$ cat config.mk
export PLATFORM = sky130hd
export DESIGN_NAME = midi_voice_alloc
export DESIGN_NICKNAME = d
export VERILOG_FILES = /design/src/rtl/midi_voice_alloc.sv
export SDC_FILE = /design/constraint.sdc
export NUM_CORES = 1
export LEC_CHECK = 0
export BUFFER_PORTS_ARGS = -buffer_cell sky130_fd_sc_hd__buf_4
export CAP_MARGIN = 20
export CORE_MARGIN = 8
export CORE_UTILIZATION = 35
export DETAILED_ROUTE_END_ITERATION = 16
export SYNTH_ARGS = -nofsm -noshare
export SYNTH_HDL_FRONTEND = slang
export SYNTH_SLANG_ARGS = --single-unit
$ cat constraint.sdc
create_clock -name i_clk -period 3.4 [get_ports i_clk]
set_input_delay 0.68 -clock i_clk [delete_from_list [all_inputs] [get_ports i_clk]]
set_output_delay 0.68 -clock i_clk [all_outputs]
set_load 0.02 [all_outputs]
$ cat src/rtl/midi_voice_alloc.sv
// MIDI note-on/off to voice keystate updates for the ADSR envelope stage.
// Build option: define VOICE_STEAL_EN to steal the oldest voice when none is free.
module midi_voice_alloc #(
  parameter int NUM_VOICES = 16,
  parameter int AGE_W      = 8
) (
  input  logic       i_clk,
  input  logic       i_reset,
  input  logic       i_midi_valid,
  output logic       o_midi_ready,
  input  logic       i_midi_note_on,
  input  logic [6:0] i_midi_note,
  input  logic [6:0] i_midi_velocity,
  input  logic [1:0] i_pipeline_state,
  output logic       o_note_flag,
  output logic       o_note_status,
  output logic [7:0] o_voice_index,
  output logic [6:0] o_note_num,
  output logic       o_overflow,
  output logic [1:0] o_fsm_state
);
  localparam int PTR_W = (NUM_VOICES > 1) ? $clog2(NUM_VOICES) : 1;
  localparam logic [1:0] S_IDLE   = 2'd0;
  localparam logic [1:0] S_SEARCH = 2'd1;
  localparam logic [1:0] S_ISSUE  = 2'd2;
  localparam logic [1:0] S_DRAIN  = 2'd3;
  localparam logic [AGE_W-1:0] AGE_MAX = '1;

  // Handshake: a message transfers on a rising edge where i_midi_valid and
  // o_midi_ready are both high; ready is high only in IDLE, so upstream stalls.

  logic [NUM_VOICES-1:0] active_q;
  logic [6:0]            note_q [NUM_VOICES];
  logic [AGE_W-1:0]      age_q  [NUM_VOICES];

  logic [1:0]       state_q, state_d;
  logic [PTR_W-1:0] ptr_q, ptr_d;
  logic [6:0]       note_lat_q, note_lat_d;
  logic             on_lat_q, on_lat_d;
  logic             match_found_q, match_found_d;
  logic [PTR_W-1:0] match_idx_q, match_idx_d;
  logic             free_found_q, free_found_d;
  logic [PTR_W-1:0] free_idx_q, free_idx_d;
  logic [PTR_W-1:0] oldest_idx_q, oldest_idx_d;
  logic [AGE_W-1:0] oldest_age_q, oldest_age_d;
  logic             flag_q, flag_d;
  logic             status_q, status_d;
  logic [PTR_W-1:0] vidx_q, vidx_d;
  logic [6:0]       note_num_q, note_num_d;
  logic             overflow_q, overflow_d;

  logic             m_hit, f_hit, o_hit, last;
  logic             hit;
  logic [PTR_W-1:0] sel;

  assign m_hit = active_q[ptr_q] && (note_q[ptr_q] == note_lat_q);
  assign f_hit = !active_q[ptr_q];
  assign o_hit = age_q[ptr_q] > oldest_age_q;
  assign last  = (ptr_q == PTR_W'(NUM_VOICES - 1));

  always_comb begin
    state_d       = state_q;
    ptr_d         = ptr_q;
    note_lat_d    = note_lat_q;
    on_lat_d      = on_lat_q;
    match_found_d = match_found_q;
    match_idx_d   = match_idx_q;
    free_found_d  = free_found_q;
    free_idx_d    = free_idx_q;
    oldest_idx_d  = oldest_idx_q;
    oldest_age_d  = oldest_age_q;
    flag_d        = 1'b0;
    status_d      = status_q;
    vidx_d        = vidx_q;
    note_num_d    = note_num_q;
    overflow_d    = 1'b0;
    hit           = 1'b0;
    sel           = '0;
    case (state_q)
      S_IDLE: begin
        if (i_midi_valid) begin
          note_lat_d    = i_midi_note;
          on_lat_d      = i_midi_note_on && (i_midi_velocity != 7'd0);
          ptr_d         = '0;
          match_found_d = 1'b0;
          free_found_d  = 1'b0;
          oldest_idx_d  = '0;
          oldest_age_d  = '0;
          state_d       = S_SEARCH;
        end
      end
      S_SEARCH: begin
        if (m_hit && !match_found_q) begin
          match_found_d = 1'b1;
          match_idx_d   = ptr_q;
        end
        if (f_hit && !free_found_q) begin
          free_found_d = 1'b1;
          free_idx_d   = ptr_q;
        end
        // Strict compare keeps the lowest index on equal ages.
        if (o_hit) begin
          oldest_idx_d = ptr_q;
          oldest_age_d = age_q[ptr_q];
        end
        ptr_d = ptr_q + PTR_W'(1);
        if (last) begin
          state_d = S_IDLE;
          if (on_lat_q && match_found_d) begin
            hit = 1'b1;
            sel = match_idx_d;
          end else if (on_lat_q && free_found_d) begin
            hit = 1'b1;
            sel = free_idx_d;
          end else if (on_lat_q) begin
`ifdef VOICE_STEAL_EN
            hit = 1'b1;
            sel = oldest_idx_d;
`else
            overflow_d = 1'b1;
`endif
          end else if (match_found_d) begin
            hit = 1'b1;
            sel = match_idx_d;
          end
          if (hit) begin
            state_d    = S_ISSUE;
            flag_d     = 1'b1;
            status_d   = on_lat_q;
            vidx_d     = sel;
            note_num_d = note_lat_q;
          end
        end
      end
      S_ISSUE: state_d = S_DRAIN;
      S_DRAIN: begin
        if (i_pipeline_state == 2'd2) state_d = S_IDLE;
      end
      default: state_d = S_IDLE;
    endcase
  end

  always_ff @(posedge i_clk) begin
    if (i_reset) begin
      state_q       <= S_IDLE;
      ptr_q         <= '0;
      note_lat_q    <= '0;
      on_lat_q      <= 1'b0;
      match_found_q <= 1'b0;
      match_idx_q   <= '0;
      free_found_q  <= 1'b0;
      free_idx_q    <= '0;
      oldest_idx_q  <= '0;
      oldest_age_q  <= '0;
      flag_q        <= 1'b0;
      status_q      <= 1'b0;
      vidx_q        <= '0;
      note_num_q    <= '0;
      overflow_q    <= 1'b0;
      active_q      <= '0;
      for (int i = 0; i < NUM_VOICES; i++) begin
        note_q[i] <= '0;
        age_q[i]  <= '0;
      end
    end else begin
      state_q       <= state_d;
      ptr_q         <= ptr_d;
      note_lat_q    <= note_lat_d;
      on_lat_q      <= on_lat_d;
      match_found_q <= match_found_d;
      match_idx_q   <= match_idx_d;
      free_found_q  <= free_found_d;
      free_idx_q    <= free_idx_d;
      oldest_idx_q  <= oldest_idx_d;
      oldest_age_q  <= oldest_age_d;
      flag_q        <= flag_d;
      status_q      <= status_d;
      vidx_q        <= vidx_d;
      note_num_q    <= note_num_d;
      overflow_q    <= overflow_d;
      // Table commits in the strobe cycle; only note-ons age the other voices.
      if (state_q == S_ISSUE) begin
        if (status_q) begin
          for (int i = 0; i < NUM_VOICES; i++) begin
            if (PTR_W'(i) == vidx_q) begin
              active_q[i] <= 1'b1;
              note_q[i]   <= note_lat_q;
              age_q[i]    <= '0;
            end else if (active_q[i] && (age_q[i] != AGE_MAX)) begin
              age_q[i] <= age_q[i] + AGE_W'(1);
            end
          end
        end else begin
          active_q[vidx_q] <= 1'b0;
        end
      end
    end
  end

  assign o_midi_ready  = (state_q == S_IDLE);
  assign o_note_flag   = flag_q;
  assign o_note_status = status_q;
  assign o_voice_index = 8'(vidx_q);
  assign o_note_num    = note_num_q;
  assign o_overflow    = overflow_q;
  assign o_fsm_state   = state_q;
endmodule

==> results of run 1 <==
==> stage by stage <==
stage | hold WS (ns) | instance area [um^2] | cells | utilization (%)
final | 0.476 | 8540 | 909 | 40.5
after global routing | 0.498 | 8540 | 909 | 40.5
after CTS | 0.478 | 8540 | 909 | 40.5
after detailed placement | 0.469 | 7980 | 877 | 37.8
after global placement | 0.460 | 7980 | 877 | 37.8
after floorplan | 0.451 | 7540 | 600 | -
==> flip-flops by register name (all words and copies together), names as in the netlist, 4 cells and up, named ones only <==
name / count
note_q: 112
free_idx_q: 4
o_note_num: 7
vidx_q: 4
note_lat_q: 7
active_q: 16
match_idx_q: 4
ptr_q: 4
==> critical path, cell delays in order (launching register included) <==
cell	delay [ns]
dfxtp_1	0.31
buf_4	0.27
mux4_1	0.59
mux4_2	0.49
xor2_1	0.17
nor2_1	0.05
and3_1	0.27
a21boi_1	0.55
nor2_2	0.13
o32ai_1	0.26
==> per-layer routing <==
metal / wire length (um) / global-route usage (%)
met5: 0 / 0
met4: 395 / 5.13
met3: 1040 / 3.41
met2: 9520 / 24.5
met1: 8290 / 19.4
==> path summary, 6_finish.rpt <==
check	startpoint	end	cells past startpoint
hold reg to reg	o_note_num[1]	o_note_num[1]	2
setup reg to reg	register	vidx_q[3]	9
setup / recovery	register	vidx_q[3]	9
hold / removal	o_note_num[1]	o_note_num[1]	2
==> cells in the mapped netlist (11+ instances only) <==
cell type | number | area share, %
clkbuf_1 | 23 | 1.1
nand3_1 | 17 | 1.1
mux2i_1 | 27 | 3.6
inv_1 | 11 | 0.55
a21oi_1 | 41 | 2.7
nor2_1 | 92 | 4.6
mux4_2 | 18 | 5.4
dfxtp_1 | 58 | 15
edfxtp_1 | 112 | 45
o21ai_0 | 25 | 1.7
mux4_1 | 14 | 4.9
nand2_1 | 42 | 2.1
nand2b_1 | 26 | 2.2
==> cell type report <==
cell class	instances	area share [%]
Clock buffer	21	5.66
Clock inverter	11	0.923
Inverter	11	0.484
Multi-Input combinational cell	374	31.5
Sequential cell	170	53.0
Tap cell	275	4.03
Timing Repair Buffer	47	4.43
==> where the power goes <==
group / internal [mW] / switching, mW / leakage [nW]
Clock: 1.03 / 0.814 / 0.280
Combinational: 0.0912 / 0.147 / 1.11
Sequential: 2.26 / 0.0329 / 1.62
==> cell families after synthesis <==
logic type / Yosys count / share of synthesized area [%]
compound gates: 90 / 7.10
other cells: 1 / 0.0498
flops: 170 / 60.1
buf+inv: 56 / 4.34
fa+ha+maj: 1 / 0.166
xor+xnor: 8 / 0.931
simple gates: 209 / 13.0
mux: 62 / 14.3
==> flow_summary.ini, run 1 <==
[power_and_ir_drop]
power_density_nw_per_um2 = 513
leakage_nw = 3.02
ir_worst_vdd_v = 0.000393
power_mw = 4.38

[clock_network]
ctsHoldBuffers = 0
root_buffer = clkbuf_16
h-tree-depth = 4
cts_resized = 0
clk_pin_slew_worst_paths_ns = 0.06
cts_setup_buffers = 0
clock-sinks = 170
cts_buffers = 17
cts_max_path_buffers = 2
clock_latency_ns = 0.44
cts_tree = done

[layout]
layout_common_cells = 112 x edfxtp_1, 92 x nor2_1, 58 x dfxtp_1, 45 x buf_4, 42 x nand2_1
final-seq-area_um2 = 4520
nFillCells = 2007
final_common_cell = edfxtp_1
drive_gt1_share_pct = 16.9
nNetsFinal = 642
diodes = 0
multiInputGateArea_um2 = 2690
syn_to_final_growth_pct = 13.4

[worst_setup_path]
cp-end-kind = register
cp-start-kind = register
path_max_fanout = 17
arrival_ns = 3.54
r2r_slack_ns = 0.20
required_ns = 3.73
crit_type = reg2reg

[timing]
final-setup-viol-count = 0
tns_ns = 0
worst_slack_ns = 0.198
fmax_mhz = 312
rsz0062_at_grt = no
finalHoldViolCount = 0
skew_ns = 0.0113
finalCritPeriodShare_pct = 94.2
max_slew_margin_pct = 56.0
worst_slew_pin_slew_ns = 0.660
slew_violations = 0
period_minus_slack_ns = 3.20

[routing]
vias = 4896
ant_nets = 0
first_pass_iters = 7
drc = 0
via_per_inst = 5.39
first_iter_violations = 503
finalWirelength_um = 19200
wl_per_cell_um = 21.2

[run]
drv_cap = 0

[synth]
syn_inst = 597
async_flop_share_pct = 0
syn_area_um2 = 7530
synth_top_flop_cell = edfxtp_1
synth-edff-count = 112
syn_avg_cell_area_um2 = 12.6
yosysSeqAreaShare_pct = 60.1
yosys_warnings = 0
ys_seq_elements = 170
ys_types = 53

[die]
die_w_um = 163
rows = 53
die_area_um2 = 26500
fp.dieH_um = 163
coreArea_um2 = 21100
ios = 41
initial_utilization_pct = 35.7

[grt]
overflow = 0
first_global_vias = 5069
grt_max_degree = 49
antenna_found_initial = 0
grt_first_pass_wirelength_um = 29800
track_usage_pct = 15.0

[placement]
gp_congestion = 0.878
port_buffers = 36
dp.final_hpwl_um = 13400
pre_cts_ws_ns = 0.213

[run_status]
status = finished clean

[min_path]
hp-class = reg2reg
No activity file was read; power rests on OpenSTA's default activity.
==> run 2, diff against run 1 <==
==> constraint.sdc (replaced) <==
create_clock -name i_clk -period 3.85 [get_ports i_clk]
set_input_delay 0.77 -clock i_clk [delete_from_list [all_inputs] [get_ports i_clk]]
set_output_delay 0.77 -clock i_clk [all_outputs]
set_load 0.02 [all_outputs]
==> flow_summary.ini, run 2 (synthesis results as in run 1) <==
[timing]
finalHoldViolCount = 0
final-setup-viol-count = 0
rsz0062_at_grt = no
tns_ns = 0
skew_ns = 0.00962
finalCritPeriodShare_pct = 93.5
slew_violations = 0
max_slew_margin_pct = 36.5
fmax_mhz = 278
worst_slew_pin_slew_ns = 0.951
period_minus_slack_ns = 3.60
fin_hold_ws_ns = 0.478
worst_slack_ns = 0.252

[clock_network]
cts_setup_buffers = 0
root_buffer = clkbuf_16
cts_tree = done
cts_buffers = 17
h-tree-depth = 4
ctsHoldBuffers = 0
clock_latency_ns = 0.43
cts_max_path_buffers = 2
clock-sinks = 170
clk_pin_slew_worst_paths_ns = 0.06
cts_resized = 0

[grt]
first_global_vias = 5118
track_usage_pct = 14.8
grt_max_degree = 79
antenna_found_initial = 0
overflow = 0
grt_first_pass_wirelength_um = 29500

[worst_setup_path]
worstPathCellList = mux4_1 > mux4_2 > xor2_1 > nor2_1 > and3_1 > a21boi_1 > nor2_2 > o32ai_1
max_stage_delay_ns = 0.95
critPathSlowestCell = dfxtp_1
cp-end-kind = register
crit_type = reg2reg
cp-start-kind = register
path_max_fanout = 17
rr_worst_depth = 8
required_ns = 4.19
arrival_ns = 3.94

[placement]
pre_cts_ws_ns = 0.280
dp.cells = 873
dp.final_hpwl_um = 13200
gp_congestion = 0.855
port_buffers = 36

[die]
fp.dieH_um = 163
ios = 41
initial_utilization_pct = 35.7
die_area_um2 = 26500
coreArea_um2 = 21100
die_w_um = 163
rows = 53

[layout]
multiInputGateArea_um2 = 2690
syn_to_final_growth_pct = 13.2
largest_registers = note_q (112), active_q (16)
final-seq-area_um2 = 4520
final_common_cell = edfxtp_1
top_register = note_q
drive_gt1_share_pct = 16.5
nFillCells = 2017
largest_reg_flops = 112
layout_common_cells = 112 x edfxtp_1, 92 x nor2_1, 58 x dfxtp_1, 42 x nand2_1, 42 x buf_4
fin_cells = 905
diodes = 0
nNetsFinal = 638

[routing]
via_per_inst = 5.44
first_iter_violations = 431
first_pass_iters = 5
finalWirelength_um = 18900
drc = 0
vias = 4922
ant_nets = 0
wl_per_cell_um = 20.9

[power_and_ir_drop]
leakage_nw = 3.00
ir_worst_vdd_v = 0.000291
power_density_nw_per_um2 = 464

[run_status]
status = finished clean

[run]
drv_cap = 0

[min_path]
hp-class = reg2reg
whs_path_depth = 2
-- run 2: changes by cell type in the layout (fill, tap and decap cells not counted), moves of 2 or more --
cell	delta
buf_4	-3
inv_4	-2
inv_8	+2
clkbuf_1	-2
clkinv_4	+2
clkbuf_16	-2
bufinv_16	+2
-- run 2: per-stage QoR --
| step | power (mW) | area (um^2) | utilization [%] |
|---|---|---|---|
| 2_1_floorplan | 2.20 | 7540 | - |
| 3_3_place_gp | 2.27 | 7930 | 37.6 |
| 3_5_place_dp | 2.28 | 7930 | 37.6 |
| 4_1_cts | 3.98 | 8520 | 40.4 |
| 5_1_grt | 4.06 | 8520 | 40.4 |
| 6_report | 3.95 | 8520 | 40.4 |
-- run 2: worst paths after layout --
path,startpoint,to,slack (ns)
hold reg to reg,active_q[8],active_q[8],0.48
setup / recovery,register,vidx_q[3],0.25
hold / removal,active_q[8],active_q[8],0.48
setup reg to reg,register,vidx_q[3],0.25
-- run 2: critical path, delay by kind of cell (launching register included) --
kind,cells,cell delay [ns]
xor+xnor,1,0.18
flops,1,0.95
compound gates,2,0.80
mux,2,1.15
simple gates,3,0.44
-- run 2: cell type report --
type / instances / area share, %
multi-input cells: 374 / 31.5
repair buffers: 43 / 3.93
well taps: 275 / 4.04
flip-flops and latches: 170 / 53.1
clock inverters: 15 / 1.92
clock buffers: 17 / 4.99
inverters: 11 / 0.485
-- run 2: routing by layer --
| layer | GRT usage (%) | wire length, um |
|---|---|---|
| met1 | 18.4 | 7910 |
| met2 | 24.9 | 9710 |
| met3 | 3.41 | 930 |
| met4 | 4.84 | 327 |
| met5 | 0 | 0 |
-- run 2: report_power, final --
part           internal, mW  total, mW  switching [mW]
clock network         0.969       1.71           0.746
logic                0.0793      0.201           0.122
registers              2.00       2.04          0.0368
total                  3.05       3.95           0.905
